==> config.mk <==
export PLATFORM = sky130hd
export DESIGN_NAME = if_stage
export DESIGN_NICKNAME = d
export VERILOG_FILES = /design/src/rtl/cpu_pkg.sv /design/src/rtl/if_skid_buf.sv /design/src/rtl/if_stage.sv
export SDC_FILE = /design/constraint.sdc
export NUM_CORES = 1
export LEC_CHECK = 0
export ABC_AREA = 0
export BUFFER_PORTS_ARGS = -buffer_cell sky130_fd_sc_hd__buf_2
export CELL_PAD_IN_SITES_DETAIL_PLACEMENT = 0
export CELL_PAD_IN_SITES_GLOBAL_PLACEMENT = 1
export CORE_MARGIN = 8
export CORE_UTILIZATION = 47
export CTS_CLUSTER_SIZE = 28
export DETAILED_ROUTE_END_ITERATION = 10
export HOLD_SLACK_MARGIN = 0.15
export PLACE_DENSITY = 0.9
export SYNTH_ARGS = -nofsm -noshare
export SYNTH_HDL_FRONTEND = slang
export SYNTH_SLANG_ARGS = --single-unit
==> constraint.sdc <==
create_clock -name clk -period 11.7 [get_ports clk]
set_clock_uncertainty 0.1 [all_clocks]
set_input_delay 0.585 -clock clk [delete_from_list [all_inputs] [get_ports clk]]
set_output_delay 0.585 -clock clk [all_outputs]
set_load 0.03 [all_outputs]
==> src/rtl/cpu_pkg.sv <==
// Shared definitions for the pipeline: fetch FSM encoding, NOP word, default reset PC.
package cpu_pkg;

   typedef enum logic [1:0] {
      FETCH = 2'd0,
      WAIT  = 2'd1,
      HOLD  = 2'd2
   } if_state_t;

   localparam logic [31:0] NOP_INSTR        = 32'h0000_0000;
   localparam logic [31:0] DEFAULT_RESET_PC = 32'h0000_0000;

   function automatic logic [31:0] next_word(input logic [31:0] addr);
      return addr + 32'd4;
   endfunction

endpackage

==> src/rtl/if_skid_buf.sv <==
// One-entry parking slot for a fetch response that arrives while decode is stalled.
module if_skid_buf
   import cpu_pkg::*;
(
   input  logic        clk,
   input  logic        rst,
   input  logic        load,
   input  logic        clear,
   input  logic        inval,
   input  logic [31:0] load_instr,
   input  logic [31:0] load_pc,
   output logic        valid,
   output logic [31:0] instr,
   output logic [31:0] fetch_pc
);

   always_ff @(posedge clk) begin
      if (rst || clear) begin
         valid    <= 1'b0;
         instr    <= NOP_INSTR;
         fetch_pc <= '0;
      end else if (inval) begin
         valid <= 1'b0;
      end else if (load) begin
         valid    <= 1'b1;
         instr    <= load_instr;
         fetch_pc <= load_pc;
      end
   end

endmodule

==> src/rtl/if_stage.sv <==
// Instruction fetch: owns the PC, single-outstanding imem requests, delay-slot aware redirect.
// Optional IF_PERF_CNT_EN adds delivered-instruction and stall-cycle counters.
module if_stage
   import cpu_pkg::*;
#(
   parameter logic [31:0] RESET_PC = DEFAULT_RESET_PC
) (
   input  logic        clk,
   input  logic        rst,
   output logic        imem_req,
   output logic [31:0] imem_addr,
   input  logic        imem_gnt,
   input  logic        imem_rvalid,
   input  logic [31:0] imem_rdata,
   input  logic        stall_if,
   input  logic        redirect,
   input  logic [31:0] redirect_addr,
   output logic [31:0] instr_r,
   output logic [31:0] pc_plus_1_if_r,
   output logic        instr_valid_if_r
`ifdef IF_PERF_CNT_EN
   ,
   output logic [31:0] perf_fetch_cnt,
   output logic [31:0] perf_stall_cnt
`endif
);

   if_state_t   state;
   logic [31:0] pc, fetch_pc, redir_pc;
   logic        redir_pend, squash;

   logic        sk_valid;
   logic [31:0] sk_instr, sk_pc;

   logic        redir_early, redir_late, gnt_fire, resp_bad, hold_bad;
   logic        deliver, sk_load, sk_clear, sk_inval;
   logic [31:0] dlv_instr, dlv_pc;

   // pc == pc_plus_1_if_r means the delay slot has not been granted yet
   always_comb begin
      redir_early = redirect && (pc == pc_plus_1_if_r);
      redir_late  = redirect && (pc != pc_plus_1_if_r);
      imem_req    = !rst && ((state == FETCH) ||
                    (state == WAIT && imem_rvalid && !stall_if && !squash));
      imem_addr   = pc;
      gnt_fire    = imem_req && imem_gnt;
      resp_bad    = squash || (redir_late && (fetch_pc != pc_plus_1_if_r));
      hold_bad    = redir_late && (sk_pc != pc_plus_1_if_r);
      deliver     = 1'b0;
      dlv_instr   = imem_rdata;
      dlv_pc      = fetch_pc;
      sk_load     = 1'b0;
      sk_clear    = 1'b0;
      sk_inval    = 1'b0;
      case (state)
         WAIT: begin
            if (imem_rvalid && !resp_bad) begin
               if (stall_if) sk_load = 1'b1;
               else          deliver = 1'b1;
            end
         end
         HOLD: begin
            if (hold_bad) begin
               sk_inval = 1'b1;
            end else if (!stall_if && sk_valid) begin
               deliver   = 1'b1;
               dlv_instr = sk_instr;
               dlv_pc    = sk_pc;
               sk_clear  = 1'b1;
            end
         end
         default: ;
      endcase
   end

   always_ff @(posedge clk) begin
      if (rst) begin
         state      <= FETCH;
         pc         <= RESET_PC;
         fetch_pc   <= RESET_PC;
         redir_pc   <= RESET_PC;
         redir_pend <= 1'b0;
         squash     <= 1'b0;
      end else begin
         if (redir_late)
            pc <= redirect_addr;
         else if (gnt_fire)
            pc <= redir_early ? redirect_addr : (redir_pend ? redir_pc : next_word(pc));

         if (gnt_fire) begin
            fetch_pc   <= pc;
            redir_pend <= 1'b0;
         end else if (redir_early) begin
            redir_pend <= 1'b1;
            redir_pc   <= redirect_addr;
         end

         // a grant in a late-redirect cycle fetched the old path, so it is squashed
         case (state)
            FETCH: begin
               if (gnt_fire) begin
                  state  <= WAIT;
                  squash <= redir_late;
               end
            end
            WAIT: begin
               if (imem_rvalid) begin
                  if (gnt_fire) begin
                     state  <= WAIT;
                     squash <= redir_late;
                  end else if (!resp_bad && stall_if) begin
                     state <= HOLD;
                  end else begin
                     state  <= FETCH;
                     squash <= 1'b0;
                  end
               end else if (redir_late && (fetch_pc != pc_plus_1_if_r)) begin
                  squash <= 1'b1;
               end
            end
            HOLD: begin
               if (hold_bad || !stall_if || !sk_valid) state <= FETCH;
            end
            default: state <= FETCH;
         endcase
      end
   end

   always_ff @(posedge clk) begin
      if (rst) begin
         instr_r          <= NOP_INSTR;
         pc_plus_1_if_r   <= RESET_PC;
         instr_valid_if_r <= 1'b0;
      end else if (!stall_if) begin
         if (deliver) begin
            instr_r          <= dlv_instr;
            pc_plus_1_if_r   <= next_word(dlv_pc);
            instr_valid_if_r <= 1'b1;
         end else begin
            instr_r          <= NOP_INSTR;
            instr_valid_if_r <= 1'b0;
         end
      end
   end

   if_skid_buf u_skid (
      .clk        (clk),
      .rst        (rst),
      .load       (sk_load),
      .clear      (sk_clear),
      .inval      (sk_inval),
      .load_instr (imem_rdata),
      .load_pc    (fetch_pc),
      .valid      (sk_valid),
      .instr      (sk_instr),
      .fetch_pc   (sk_pc)
   );

`ifdef IF_PERF_CNT_EN
   always_ff @(posedge clk) begin
      if (rst) begin
         perf_fetch_cnt <= '0;
         perf_stall_cnt <= '0;
      end else begin
         if (deliver)  perf_fetch_cnt <= perf_fetch_cnt + 32'd1;
         if (stall_if) perf_stall_cnt <= perf_stall_cnt + 32'd1;
      end
   end
`endif

endmodule

==> metrics.csv <==
metric;value;unit
drtPass1Iterations;5;
fin_crit_sh;0.4335;
gp_congestion;0.9663;
synth_compound_area_frac;0.1174;
crit_fanout;47;
wirelength;39150;um
critPathMostFrequentCell;nor4_1;
status;finished clean;
synth_top_family_by_area;simple AND/OR/NAND/NOR gates;
ir_drop;0.1313;mV
design_area;14020;sq um
rr_startpoint;imem_addr[13];
clock_path_buffers;3;
core_area;25840;sq um
std_cell_rows;59;
rsz0062_at_grt;no;
fp.dieW;177.6;um
seqPwrFrac;0.433;
syn_nets;1521;
synth.lib_cells_used.distinct;56;
finalHoldViolCount;0;
grt_pass1_vias;10530;
clkSinkCount;230;
fmax;197.2;MHz
syn_inst;1446;
synth_mux_area_frac;0.1446;
final.setup.tns;0;ns
fin_util;0.5428;
yosysSeqAreaShare;0.3751;
min-delay-start;redirect_addr[0];
grt_max_degree;73;
final-setup-viol-count;0;
worstSetupPathType;register to register;
initialDrtViolationCount;1056;
fill_cells;2427;
met2_usage;0.3828;
fin_cells;1883;
synth-xor-area-share;0.1020;
ys_seq_elements;230;
final_cell_mix;dfxtp_1, nor2_1, buf_2;
vias;11100;
pwr-share-comb;0.122;
min_period;5.072;ns
path_cells;xor2_1, nor4_1, nand2_1, o31ai_4, o211a_4, mux2_2, ha_1, nand4_1, nor4_1, and2_1, o2111ai_1, o21ai_0, nand3_1, a31oi_1;
clkTransAtPathRegs;0.06;ns
crit_arrival;5.43;ns
cp_slowest_cell;o211a_4;
wl_per_cell;20.79;um
p_leak;6.575;nW
grt_pass1_wl;61130;um
worstMarginPinSlew;1.175;ns
cts_root_buf;clkbuf_16;
p_clk_frac;0.445;
crit_start;imem_addr[13];
grt_busiest_layer;met2;
layout.cells.most_common;dfxtp_1;
critPathMaxStageDelay;0.69;ns
pin_count;168;
clkLatencyLatePin;0.54;ns
port_buffers;167;
place_area;13090;sq um
cts_resized;0;
power_density;141.6;nW/um^2
postCtsSetupBuffers;0;
overflow;0;
slew_viol_final;0;
diodes;0;
dieArea;31550;sq um
area_delta_synth_final;14.24;%
drtAntennaViolNets;0;
cts_tree;built;
slew_headroom;0.2116;
grt.total_usage;0.2414;
hold_buffers;0;
yosysWarnings;0;
p_int;1.435;mW
ys_async_sr_fraction;0;
netlist_area;12280;sq um
cts_buffers;27;
power_switching_share;0.2772;
viasPerCell;5.893;
start_util;0.4751;
syn_area_per_cell;8.489;sq um
ys.flop_type;dfxtp_1;
synth-edff-count;0;
endpoint_kind;register;
yosys.area_share.simple;0.2061;
placed_cells;1834;
maxCapViolCount;0;
drive_gt1_frac;0.1744;
fin_nets;1603;
cp-start-kind;register;
crit_family;simple AND/OR/NAND/NOR gates;
die_height;177.6;um
p_sw;0.5505;mW
synth_fa_ha_area_frac;0.005096;
hold_class;primary input to register;
worst-path-buf-inv;0;
grtUsageMet1;0.3238;
antenna_found_initial;0;
crit_required;12.06;ns
htree_levels;1;
hpwl;27340;um
gr-usage-met3;0.04681;
drcViolationCount;0;
==> final timing paths <==
| kind | end | slack [ns] | cells past startpoint |
|---|---|---|---|
| min reg2reg | instr_valid_if_r | 0.35 | 2 |
| max reg2reg | pc_plus_1_if_r[24] | 6.63 | 14 |
| min | redir_pc[0] | 0.19 | 3 |
| max | pc_plus_1_if_r[24] | 6.63 | 14 |
==> power groups by stage <==
stage / logic [mW] / registers (mW) / clock network (mW)
2_1_floorplan: 0.163 / 0.870 / 0
3_3_place_gp: 0.237 / 0.873 / 0
3_5_place_dp: 0.238 / 0.876 / 0
4_1_cts: 0.240 / 0.859 / 0.895
5_1_grt: 0.262 / 0.863 / 0.928
6_report: 0.242 / 0.860 / 0.884
==> logic make-up after synthesis <==
kind of cell / count (synthesis)
simple gates: 539
flops: 230
compound gates: 217
mux: 173
xor+xnor: 143
buf+inv: 139
fa+ha+maj: 5
==> cells in the mapped netlist, drive strengths merged (2+ instances only) <==
cell type	instances	share of area
and3	9	0.0046
nor2	200	0.061
o31ai	3	0.0030
nor3	17	0.0073
mux2i	138	0.11
clkinv	2	0.00061
a21oi	59	0.024
a211o	2	0.0014
nand3b	36	0.022
mux2	35	0.032
o21ai	38	0.015
a22oi	34	0.021
inv	13	0.0040
xnor2	28	0.020
nand3	37	0.015
dfxtp	230	0.38
a311oi	5	0.0036
nand4	34	0.017
and2	8	0.0041
and4	8	0.0057
a31oi	5	0.0025
ha	5	0.0051
nand2	145	0.044
buf	39	0.019
a211oi	36	0.022
clkbuf	85	0.026
nor4	30	0.016
xor2	115	0.082
a2111o	6	0.0055
o211ai	20	0.012
or3	8	0.0045
nor2b	2	0.0010
==> sequential cells by signal, summed over array words and instances, names as in the netlist <==
register,flops
u_skid.fetch_pc,32
state,2
u_skid.valid,1
redir_pend,1
squash,1
u_skid.instr,32
redir_pc,32
instr_valid_if_r,1
fetch_pc,32
imem_addr,32
instr_r,32
pc_plus_1_if_r,32
==> tightest hold or removal path: stages <==
cell	delay (ns)
buf_2	0.08
mux2i_1	0.05
nor2_1	0.07
==> per-layer routing <==
metal / wire length (um) / up-vias / share of wire
met5: 0 / - / 0
met4: 1410 / 0 / 0.036
met3: 3169 / 91 / 0.081
met2: 17710 / 476 / 0.45
met1: 16870 / 5298 / 0.43
li1: - / 5232 / -
==> final cells by class <==
class / count / area, sq um / share of cell area
Tap cell: 335 / 419.2 / 0.02989
Multi-Input combinational cell: 1077 / 7093 / 0.5058
Clock inverter: 12 / 143.9 / 0.01026
Timing Repair Buffer: 177 / 913.4 / 0.06513
Inverter: 15 / 56.30 / 0.004015
Sequential cell: 230 / 4604 / 0.3283
Clock buffer: 37 / 793.3 / 0.05657
==> through the flow <==
stage	hold WS (ns)	power, mW	setup WS [ns]
after floorplan	0.3576	1.032	7.453
after global placement	0.3447	1.110	6.887
after detailed placement	0.3486	1.113	6.774
after CTS	0.1792	1.994	6.746
after global routing	0.1994	2.053	6.366
final	0.1889	1.986	6.628
(Power assumes the default switching activity.)
